**config.mk**
```make
export PLATFORM = sky130hd
export DESIGN_NAME = paddle_ai_driver
export DESIGN_NICKNAME = d
export VERILOG_FILES = /design/src/rtl/paddle_ai_driver.sv
export SDC_FILE = /design/constraint.sdc
export NUM_CORES = 1
export LEC_CHECK = 0
export ABC_AREA = 1
export ABC_CLOCK_PERIOD_IN_PS = 2400
export BUFFER_PORTS_ARGS = -buffer_cell sky130_fd_sc_hd__buf_2
export CAP_MARGIN = 40
export CORE_UTILIZATION = 45
export CTS_CLUSTER_DIAMETER = 80
export DETAILED_ROUTE_END_ITERATION = 10
export GPL_TIMING_DRIVEN = 0
export PLACE_DENSITY = 0.73
export SLEW_MARGIN = 20
export SYNTH_ARGS = -nofsm -noshare
export SYNTH_HDL_FRONTEND = slang
export SYNTH_SLANG_ARGS = --single-unit
```
**constraint.sdc**
```tcl
create_clock -name in_clk -period 2.4 [get_ports in_clk]
set_input_delay 0.48 -clock in_clk [delete_from_list [all_inputs] [get_ports in_clk]]
set_output_delay 0.48 -clock in_clk [all_outputs]
set_load 0.005 [all_outputs]
```
**src/rtl/paddle_ai_driver.sv**
```systemverilog
// Computer-opponent driver for a Pong paddle: emits one-row-step presses on the
// active-low push1 (up) / push2 (down) lines, tracking the ball or a rest row.
module paddle_ai_driver #(
    parameter int unsigned WAIT_CYCLES  = 2500000,
    parameter int unsigned GAP_CYCLES   = 1,
    parameter int unsigned REACT_CYCLES = 1250000,
    parameter logic [2:0]  REST_ROW     = 3'd3
) (
    input  logic       in_clk,
    input  logic       reset,
    input  logic       enable,
    input  logic [2:0] ball_y,
    input  logic       ball_toward,
    input  logic [2:0] y_paddle,
    output logic       push1,
    output logic       push2,
    output logic       busy
);

    localparam int CW = 22;
    localparam logic [CW-1:0] PRESS_LOAD = CW'(WAIT_CYCLES);
    localparam logic [CW-1:0] GAP_LOAD   = CW'(GAP_CYCLES - 1);
    localparam logic [CW-1:0] REACT_LOAD = CW'(REACT_CYCLES - 1);

    typedef enum logic [2:0] {
        S_IDLE,
        S_DECIDE,
        S_REACT,
        S_PRESS,
        S_GAP
    } state_e;

    state_e          state_q, state_d;
    logic [CW-1:0]   cnt_q, cnt_d;
    logic            dir_up_q, dir_up_d;
    logic            rise_pending_q, rise_pending_d;
    logic            toward_q;
    logic            push1_q, push1_d;
    logic            push2_q, push2_d;
    logic            busy_q, busy_d;

    logic            rise;
    logic            pending;
    logic [2:0]      target;

    // A turn seen this very cycle counts as pending, so DECIDE never presses
    // toward a freshly turned ball before the reaction delay has run.
    assign rise    = ball_toward & ~toward_q;
    assign pending = rise_pending_q | rise;
    assign target  = ball_toward ? ball_y : REST_ROW;

    // NOTE: every signal gets its default before the case so no path leaves one unassigned (no latches).
    always_comb begin
        state_d        = state_q;
        cnt_d          = cnt_q;
        dir_up_d       = dir_up_q;
        rise_pending_d = pending;

        unique case (state_q)
            S_IDLE: begin
                if (enable) state_d = S_DECIDE;
            end
            S_DECIDE: begin
                if (!enable) begin
                    state_d = S_IDLE;
                end else if (pending) begin
                    state_d        = S_REACT;
                    cnt_d          = REACT_LOAD;
                    rise_pending_d = 1'b0;
                end else if (target < y_paddle && y_paddle != 3'd0) begin
                    state_d  = S_PRESS;
                    dir_up_d = 1'b1;
                    cnt_d    = PRESS_LOAD;
                end else if (target > y_paddle && y_paddle != 3'd7) begin
                    state_d  = S_PRESS;
                    dir_up_d = 1'b0;
                    cnt_d    = PRESS_LOAD;
                end
            end
            S_REACT: begin
                if (!enable) begin
                    state_d = S_IDLE;
                end else if (cnt_q == '0) begin
                    state_d = S_DECIDE;
                end else begin
                    cnt_d = cnt_q - CW'(1);
                end
            end
            S_PRESS: begin
                // Held for exactly one step-tick period regardless of enable.
                if (cnt_q == '0) begin
                    state_d = S_GAP;
                    cnt_d   = GAP_LOAD;
                end else begin
                    cnt_d = cnt_q - CW'(1);
                end
            end
            S_GAP: begin
                if (cnt_q == '0) begin
                    state_d = enable ? S_DECIDE : S_IDLE;
                end else begin
                    cnt_d = cnt_q - CW'(1);
                end
            end
            default: state_d = S_IDLE;
        endcase

        push1_d = !(state_d == S_PRESS && dir_up_d);
        push2_d = !(state_d == S_PRESS && !dir_up_d);
        busy_d  = (state_d == S_PRESS) || (state_d == S_GAP);
    end

    // NOTE: sequential state uses non-blocking assignments so every flop samples pre-edge values.
    always_ff @(posedge in_clk) begin
        if (reset) begin
            state_q        <= S_IDLE;
            cnt_q          <= '0;
            dir_up_q       <= 1'b0;
            rise_pending_q <= 1'b0;
            toward_q       <= 1'b0;
            push1_q        <= 1'b1;
            push2_q        <= 1'b1;
            busy_q         <= 1'b0;
        end else begin
            state_q        <= state_d;
            cnt_q          <= cnt_d;
            dir_up_q       <= dir_up_d;
            rise_pending_q <= rise_pending_d;
            toward_q       <= ball_toward;
            push1_q        <= push1_d;
            push2_q        <= push2_d;
            busy_q         <= busy_d;
        end
    end

    assign push1 = push1_q;
    assign push2 = push2_q;
    assign busy  = busy_q;

endmodule

```
# Yosys cells after proc, flatten, opt, wreduce, memory -nomap -nowiden
# Index checks and enable logic that the tools add are counted.
word_totals:
  reg_bits: 31
  out_inout_bits: 3
  elab_cells: 64
op_classes:
  addsub: 1
  n_lt_le_gt_ge: 2
  eq_ne: 10
  muxes: 27
  n_bitwise: 3
  reduce_logical: 13
op_table:
  columns: ["cell", "n"]
  rows:
  - ["22-bit 2-to-1 mux", 7]
  - ["22-bit one-hot mux with 4 select lines", 1]
  - ["3-bit 2-to-1 mux", 10]
  - ["22-bit zero test", 1]
  - ["22-bit by 1-bit subtractor with 22-bit output, second input constant", 1]
  - ["3-bit one-hot mux with 5 select lines", 1]
  - ["3-bit by 2-bit equality test with 1-bit output, second input constant", 3]
  - ["1-bit 2-to-1 mux", 8]
  - ["3-bit equality test, second input constant", 2]
  - ["1-bit logical AND", 4]
  - ["2-bit != test, second input constant", 2]
  - ["4-bit != test, second input constant", 1]
  - ["4-bit AND reduction", 1]
  - ["4-bit nonzero test", 1]
  - ["3-bit by 1-bit equality test with 1-bit output, second input constant", 1]
  - ["3-bit greater-than comparator", 1]
  - ["1-bit zero test", 3]
  - ["3-bit zero test", 1]
  - ["3-bit < comparator", 1]
  - ["3-bit != test, second input constant", 1]
  - ["3-bit nonzero test", 1]
  - ["1-bit bitwise AND", 1]
  - ["1-bit logical OR", 1]
  - ["1-bit inverter", 1]
  - ["1-bit bitwise OR", 1]

# Longest topological paths before layout
# Gate-level depths: netlist (run 1).
depth:
  word_depth: 11
  ltp_mapped: 14
  depth_no_buf: 14

# Worst setup path before layout (run 1)
# Ideal clock, no wire load.
synth_timing:
  path_type: "in2reg"
  startpoint: "in ball_toward"
  endpoint: "reg cnt_q[4]"
  setup_ns: 0.115
  arrival_ns: 1.923
  setup_slack_ns: 0.362
  stages: 11
  path_buffers: 1
  cell_sequence: "inv_2 -> or2_2 -> ha_1 -> nand3_1 -> nand3_1 -> nand2_1 -> o21bai_2 -> nor2_8 -> buf_6 -> a21oi_1 -> nor2_1"
synth_via:
  elab_chain_cells: 7
  elab_cells_between_ends: 13
  classes_between: "order compare: 2; eq/ne: 1; mux: 5; bitwise: 2; reduce/logical: 3"
synth_lines:
  columns: ["item", "line", "source"]
  rows:
  - ["start, declared", "13", "input logic ball_toward,"]
  - ["3-bit 2-to-1 mux", "50", "assign target = ball_toward ? ball_y : REST_ROW;"]
  - ["3-bit < comparator", "70", "end else if (target < y_paddle && y_paddle != 3'd0) begin"]
  - ["1-bit logical AND", "70", null]
  - ["22-bit 2-to-1 mux", "70", null]
  - ["22-bit 2-to-1 mux", "66", "end else if (pending) begin"]
  - ["22-bit 2-to-1 mux", "64", "if (!enable) begin"]
  - ["22-bit one-hot mux with 4 select lines", "59", "unique case (state_q)"]
  - ["end signal, assigned", "126", "cnt_q <= cnt_d;"]
  - ["end, declared", "34", "logic [CW-1:0] cnt_q, cnt_d;"]
# Parallel ways exist; a longest one is shown, timed or not. The select of a mux whose other input is x is not followed.
# A chain may end at the register's enable or synchronous reset.

# Worst setup path after layout (run 1)
layout_timing:
  startpoint: "in ball_toward"
  endpoint: "reg cnt_q[21]"
# The elaborated chain is that of the path after synthesis.

==> results of run 1 <==
==> per-stage QoR <==
stage	power [mW]	utilization [%]	area, µm²	hold WS, ps
final	3.11	53.0	2180	431
after global routing	3.42	53.0	2180	458
after CTS	3.11	53.0	2180	431
after detailed placement	2.71	51.0	2100	513
after global placement	2.68	51.0	2100	505
after floorplan	2.31	-	1980	482
==> metal layers <==
metal | up-vias | wire length, µm
met4 | 0 | 95
li1 | 1033 | -
met5 | - | 0
met2 | 43 | 1990
met1 | 837 | 2200
met3 | 6 | 202
==> Yosys cell counts, drive strengths merged <==
cell	number	area (µm²)
a21oi	26	130
xor2	7	61.3
o21a	1	7.51
clkbuf	2	7.51
nand3	28	145
nor4	1	6.26
o21ai	24	120
nor2	50	226
nand4	4	25.0
xnor2	6	52.6
o211ai	1	7.51
o21bai	1	11.3
nor3	5	30.0
nand2	74	285
nor3b	1	7.51
inv	32	123
dfxtp	31	621
or2	3	18.8
and3	1	6.26
buf	3	27.5
ha	4	50.1
nand3b	1	7.51
==> placed cells by master, fill, tap and decap left out, types with 5 or more instances in the layout <==
master / n
a21oi_1: 26
buf_2: 13
clkbuf_8: 5
dfxtp_1: 31
inv_1: 29
nand2_1: 71
nand3_1: 27
nor2_1: 44
o21ai_0: 10
o21ai_1: 14
xnor2_1: 6
xor2_1: 7
==> registers in the layout, summed over array words and instances, names as in the netlist <==
register	cells
push2	1
push1	1
cnt_q	22
dir_up_q	1
state_q	3
rise_pending_q	1
busy	1
toward_q	1
==> power by group through the flow <==
stage	registers (mW)	clock network (mW)	logic [mW]
floorplan	0.817	0	1.49
global placement	0.845	0	1.84
detailed placement	0.847	0	1.86
CTS	0.837	0.408	1.87
global route	0.867	0.431	2.13
finish	0.840	0.398	1.87
==> worst max path at each step <==
stage                            from                      to  cells after the start
final                     ball_toward  cnt_q[21]$_SDFFE_PP0P_                     12
after global routing      ball_toward  cnt_q[18]$_SDFFE_PP0P_                     14
after CTS                 ball_toward  cnt_q[21]$_SDFFE_PP0P_                     12
after detailed placement  ball_toward  cnt_q[21]$_SDFFE_PP0P_                     12
after global placement    ball_toward  cnt_q[21]$_SDFFE_PP0P_                     12
after floorplan           ball_toward   cnt_q[4]$_SDFFE_PP0P_                     11
==> layout make-up <==
| cell class | count | area (µm²) | area share (%) |
|---|---|---|---|
| Tap cell | 50 | 62.6 | 2.87 |
| Clock buffer | 7 | 76.3 | 3.50 |
| Clock inverter | 1 | 5.00 | 0.229 |
| Timing Repair Buffer | 12 | 60.1 | 2.75 |
| Buffer | 5 | 35.0 | 1.61 |
| Multi-Input combinational cell | 238 | 1200 | 55.0 |
| Inverter | 32 | 123 | 5.62 |
| Sequential cell | 31 | 621 | 28.5 |
==> cell families after synthesis <==
group / share of synthesized area, %
compound gates: 14.0
xor+xnor: 5.76
fa+ha+maj: 2.53
buf+inv: 7.97
flops: 31.4
simple gates: 38.4
==> worst min-delay path: stages <==
cell and delay, ps:
buf_2 90, inv_2 40, nor2_1 70
==> summary.md, run 1 <==
| Metric | Value |
|---|---|
| Status | finished, final reports clean |
| Die height | 68.3 µm |
| Layout cells sized above 1 | 11.7% |
| Post-detail-place hpwl | 3370 µm |
| Worst VDD drop | 0.530 mV |
| Nets@finish | 339 |
| DRC violations left | 0 |
| Total routed wirelength | 4490 µm |
| Dpl cells | 368 |
| Total CTS buffers | 5 |
| CP cell instances | buf_2, inv_2, or2_2, ha_1, nand3_1, nand3_1, nand2_1, o21bai_2, nor2_8, inv_4, nor2_2, a21oi_1 |
| IO Port Bufs | 12 |
| Buf+Inv Stages, Crit Path | 3 |
| Final setup viols | 0 |
| Vias in the first global route | 1672 |
| Clk sinks | 31 |
| Worst slack at placement | -28.9 ps |
| Grt met1 use | 30.3% |
| Setup slack after layout | 272 ps |
| Share of power burned in registers | 27.0% |
| Worst skew pair latency | 280 ps |
| Hold WC Path Type | in2reg |
| R2R Setup Slk | 520 ps |
| Cell family with most CP delay | simple AND/OR/NAND/NOR gates |
| Setup TNS | 0 ps |
| Startpoint Class | input pin |
| Routed vias/inst | 5.10 |
| Clock buffer depth | 2 |
| Reg2Reg Depth | 9 |
| Total track usage | 22.1% |
| Post-CTS setup buffer count | 0 |
| # Max-Cap Violations | 0 |
| # IOs | 13 |
| Initial antenna violation count | 0 |
| RSZ-0062 raised after global routing | no |
| Comb power frac | 60.2% |
| Crit-path slowest cell | ha_1 |
| FF-to-FF End | push2$_SDFF_PP1_ |
| Die area | 0.00466 mm² |
| Worst-Margin Slew | 502 ps |
| Routed wire per std cell | 12.0 µm |
| Layout Cells excl Fill | 376 |
| Max Clock Skew | 5.84 ps |
| Leakage power | 0.986 nW |
| Syn. warnings | 0 |
| Reg-to-Reg Start | cnt_q[0]$_SDFFE_PP0P_ |
| Clk slew on worst S/H paths | 60 ps |
| First-pass detailed-route iteration total | 4 |
| 1st-iter DRT viols | 157 |
| Mapped Cells | 306 |
| Final Critical Period | 2130 ps |
| Largest stage delay, worst path | 290 ps |
| Area growth syn-to-layout | 10.3% |
| Crit Path Max Fanout | 8 |
| Mapped Area | 0.00198 mm² |
| CTS tree | yes |
| Switching portion of total power | 50.3% |
| CP required | 2550 ps |
| Critical path arrival | 2280 ps |
| Gpl congestion | 0.944 |
| Period utilisation layout | 88.7% |
| M2 GR Usage | 33.3% |
| Seq/Total Area, Yosys | 31.4% |
| Die width | 68.3 µm |
| CTS Root Cell | clkbuf_8 |
| Starting Density | 48.0% |
| Syn Area/Cell | 6.46 µm² |
| Via count | 1919 |
| Flip-flop and latch count after synthesis | 31 |
| Antenna Nets Post-Route | 0 |
| Critical path class | in2reg |
| Post-CTS sizing | 0 |
| GRT Max-Usage Layer | met2 |
| Min-Delay Path Depth | 3 |
| Fill count | 421 |
| N_diodes | 0 |
| FP Rows | 23 |
| Max H-tree Level | 2 |
| Grt total ovfl | 0 |
| Hold Buf Count CTS | 0 |
| Worst setup EP type | flip-flop |
| Clock power frac | 12.8% |
| Worst hold endpoint | toward_q$_SDFF_PP0_ |
| Min-delay src | ball_toward |
| Max Slew Vio Count | 0 |
| Sw power | 1.56 mW |
| Internal | 1.55 mW |
| First-pass GRT wire length | 7510 µm |
| Worst slew margin | 66.6% |
| Endpoints failing hold | 0 |
| Core Region | 0.00412 mm² |
| Max Clk Rate | 0.470 GHz |
| Syn nets | 320 |
| Grt met3 use | 4.00% |
| Pwr Density | 1430 mW/mm² |
| CP dominant cell by count | nand3_1 |
| Synth cell types | 33 |
| Largest net degree at the start of global routing | 11 |
No activity file was read; power rests on OpenSTA's default activity.
==> run 2: changes to the inputs <==
--- a/config.mk
+++ b/config.mk
@@ -6,14 +6,14 @@
 export NUM_CORES = 1
 export LEC_CHECK = 0
 export ABC_AREA = 1
-export ABC_CLOCK_PERIOD_IN_PS = 2400
+export ABC_CLOCK_PERIOD_IN_PS = 1750
 export BUFFER_PORTS_ARGS = -buffer_cell sky130_fd_sc_hd__buf_2
 export CAP_MARGIN = 40
 export CORE_UTILIZATION = 45
 export CTS_CLUSTER_DIAMETER = 80
 export DETAILED_ROUTE_END_ITERATION = 10
 export GPL_TIMING_DRIVEN = 0
-export PLACE_DENSITY = 0.73
+export PLACE_DENSITY = 0.76
 export SLEW_MARGIN = 20
 export SYNTH_ARGS = -nofsm -noshare
 export SYNTH_HDL_FRONTEND = slang
==> constraint.sdc (replaced) <==
create_clock -name in_clk -period 1.75 [get_ports in_clk]
set_input_delay 0.35 -clock in_clk [delete_from_list [all_inputs] [get_ports in_clk]]
set_output_delay 0.35 -clock in_clk [all_outputs]
set_load 0.005 [all_outputs]
==> run 2 against run 1 <==
Core utilization grew 9.2 points; worst setup slack lost 310 ps; largest power group unchanged; final cell count grew 2.1%; clock skew shrank 1.5 ps; die area is the same; global-route usage grew 1.0 points; largest cell class unchanged; combinational power grew 68%; design area grew 17%; first-iteration DRC count grew 18%; non-clock buffer count grew 7; the flow now finishes with violations (negative setup slack); critical path depth grew 1; sequential power grew 40%.
==> summary.md, run 2 (synthesized netlist as in run 1, its figures left out) <==
| Metric | Value |
|---|---|
| Status | complete, but fails checks |
| Failing checks | negative setup slack |
| Layout Cells excl Fill | 384 |
| # IOs | 13 |
| Routed wire per std cell | 13.4 µm |
| Nets@finish | 347 |
| Total routed wirelength | 5140 µm |
| CTS tree | yes |
| Dpl cells | 368 |
| Total CTS buffers | 5 |
| Leakage power | 1.08 nW |
| Critical path arrival | 1960 ps |
| Worst skew pair latency | 280 ps |
| Routed vias/inst | 5.29 |
| Core Region | 0.00412 mm² |
| Max reg flops | 22 |
| Max Clk Rate | 0.558 GHz |
| Worst slew margin | 62.4% |
| Worst setup EP type | flip-flop |
| Max Slew Vio Count | 0 |
| Startpoint Class | input pin |
| Setup slack after layout | -40.6 ps |
| First-pass detailed-route iteration total | 5 |
| Die area | 0.00466 mm² |
| Clk slew on worst S/H paths | 70 ps |
| Post-Layout Inst Area | 0.00256 mm² |
| Vias in the first global route | 1773 |
| Total track usage | 23.2% |
| CP required | 1920 ps |
| Largest Register | cnt_q |
| Max H-tree Level | 2 |
| Hold Buf Count CTS | 0 |
| Period utilisation layout | 102% |
| Post-detail-place hpwl | 3440 µm |
| Via count | 2033 |
| Area growth syn-to-layout | 29.4% |
| Final setup viols | 9 |
| Worst hold slack | 349 ps |
| Gpl congestion | 0.957 |
| Die width | 68.3 µm |
| First-pass GRT wire length | 7890 µm |
| Starting Density | 48.0% |
| N_diodes | 0 |
| FP Rows | 23 |
| Crit Path Max Fanout | 8 |
| RSZ-0062 raised after global routing | yes |
| Largest net degree at the start of global routing | 11 |
| IO Port Bufs | 12 |
| Most frequent cells in the layout | nand2_1 (61), nor2_1 (36), dfxtp_1 (30) |
| Max Clock Skew | 4.36 ps |
| Commonest non-fill, non-tap cell in the layout | nand2_1 |
| Endpoints failing hold | 0 |
| Pwr Density | 1940 mW/mm² |
| Grt total ovfl | 0 |
| Antenna Nets Post-Route | 0 |
| Layout cells sized above 1 | 28.1% |
| DRC violations left | 0 |
| Die height | 68.3 µm |
| CTS Root Cell | clkbuf_8 |
| Clk sinks | 31 |
| Clock buffer depth | 2 |
| Hold WC Path Type | in2reg |
| Placed inst area | 0.00218 mm² |
| Worst VDD drop | 0.852 mV |
| # Max-Cap Violations | 0 |
| Worst-Margin Slew | 564 ps |
| Initial antenna violation count | 0 |
| Final Core Density | 62.1% |
| 1st-iter DRT viols | 185 |
| Biggest regs | cnt_q (22), state_q (3) |
| Final Critical Period | 1790 ps |
| Setup TNS | -143 ps |
| Critical path class | in2reg |
## run 2: metal layers
| metal | global-route usage [%] | wire length, µm | up-vias |
|---|---|---|---|
| met4 | 8.33 | 70 | 0 |
| met3 | 4.83 | 269 | 7 |
| met1 | 30.4 | 2350 | 914 |
| met5 | 0 | 0 | - |
| met2 | 37.0 | 2450 | 62 |
| li1 | - | - | 1050 |
## run 2: final timing paths
kind | from | end | slack, ps | cells after the start
worst max register to register | cnt_q[15]$_SDFFE_PP0P_ | cnt_q[13]$_SDFFE_PP0P_ | 30 | 9
worst min-delay path | reset | cnt_q[4]$_SDFFE_PP0P_ | 350 | 4
worst min register to register | cnt_q[14]$_SDFFE_PP0P_ | cnt_q[14]$_SDFFE_PP0P_ | 530 | 2
worst max-delay path | ball_toward | cnt_q[13]$_SDFFE_PP0P_ | -40 | 13
## run 2: worst max-delay path: stages
cell	delay [ps]
buf_12	90
inv_12	30
or2_4	220
ha_4	290
nand3_4	80
nand2_4	80
nand2_4	60
nand2_4	60
o21bai_4	70
nor2_8	190
inv_6	80
nor2_4	240
a21oi_1	110
## run 2: what timing repair did
action | 4_1_cts | 5_1_grt
pin swaps | 10 | 17
setup buffers | 4 | 3
gates resized for setup | 12 | 49
endpoints found under the setup margin | 26 | 26
cloned | 1 | 0
## run 2: final cells by class
type / count / area [µm²]
plain buffers: 5 / 41.3
fillers: 379 / 1560
flip-flops and latches: 31 / 622
well taps: 50 / 62.6
multi-input cells: 239 / 1450
inverters: 32 / 138
clock buffers: 8 / 100
repair buffers: 19 / 141
## run 2: power breakdown
group,switching (mW),internal [mW]
clock,0.275,0.359
combinational,1.98,1.17
sequential,0.247,0.935
## run 2: metrics by stage
stage	setup slack (ps)	power [mW]
2_1_floorplan	-70.3	3.21
3_5_place_dp	-492	3.74
4_1_cts	-7.54	4.57
5_1_grt	-95.2	5.34
6_report	-40.6	4.96
3_3_place_gp	-479	3.72
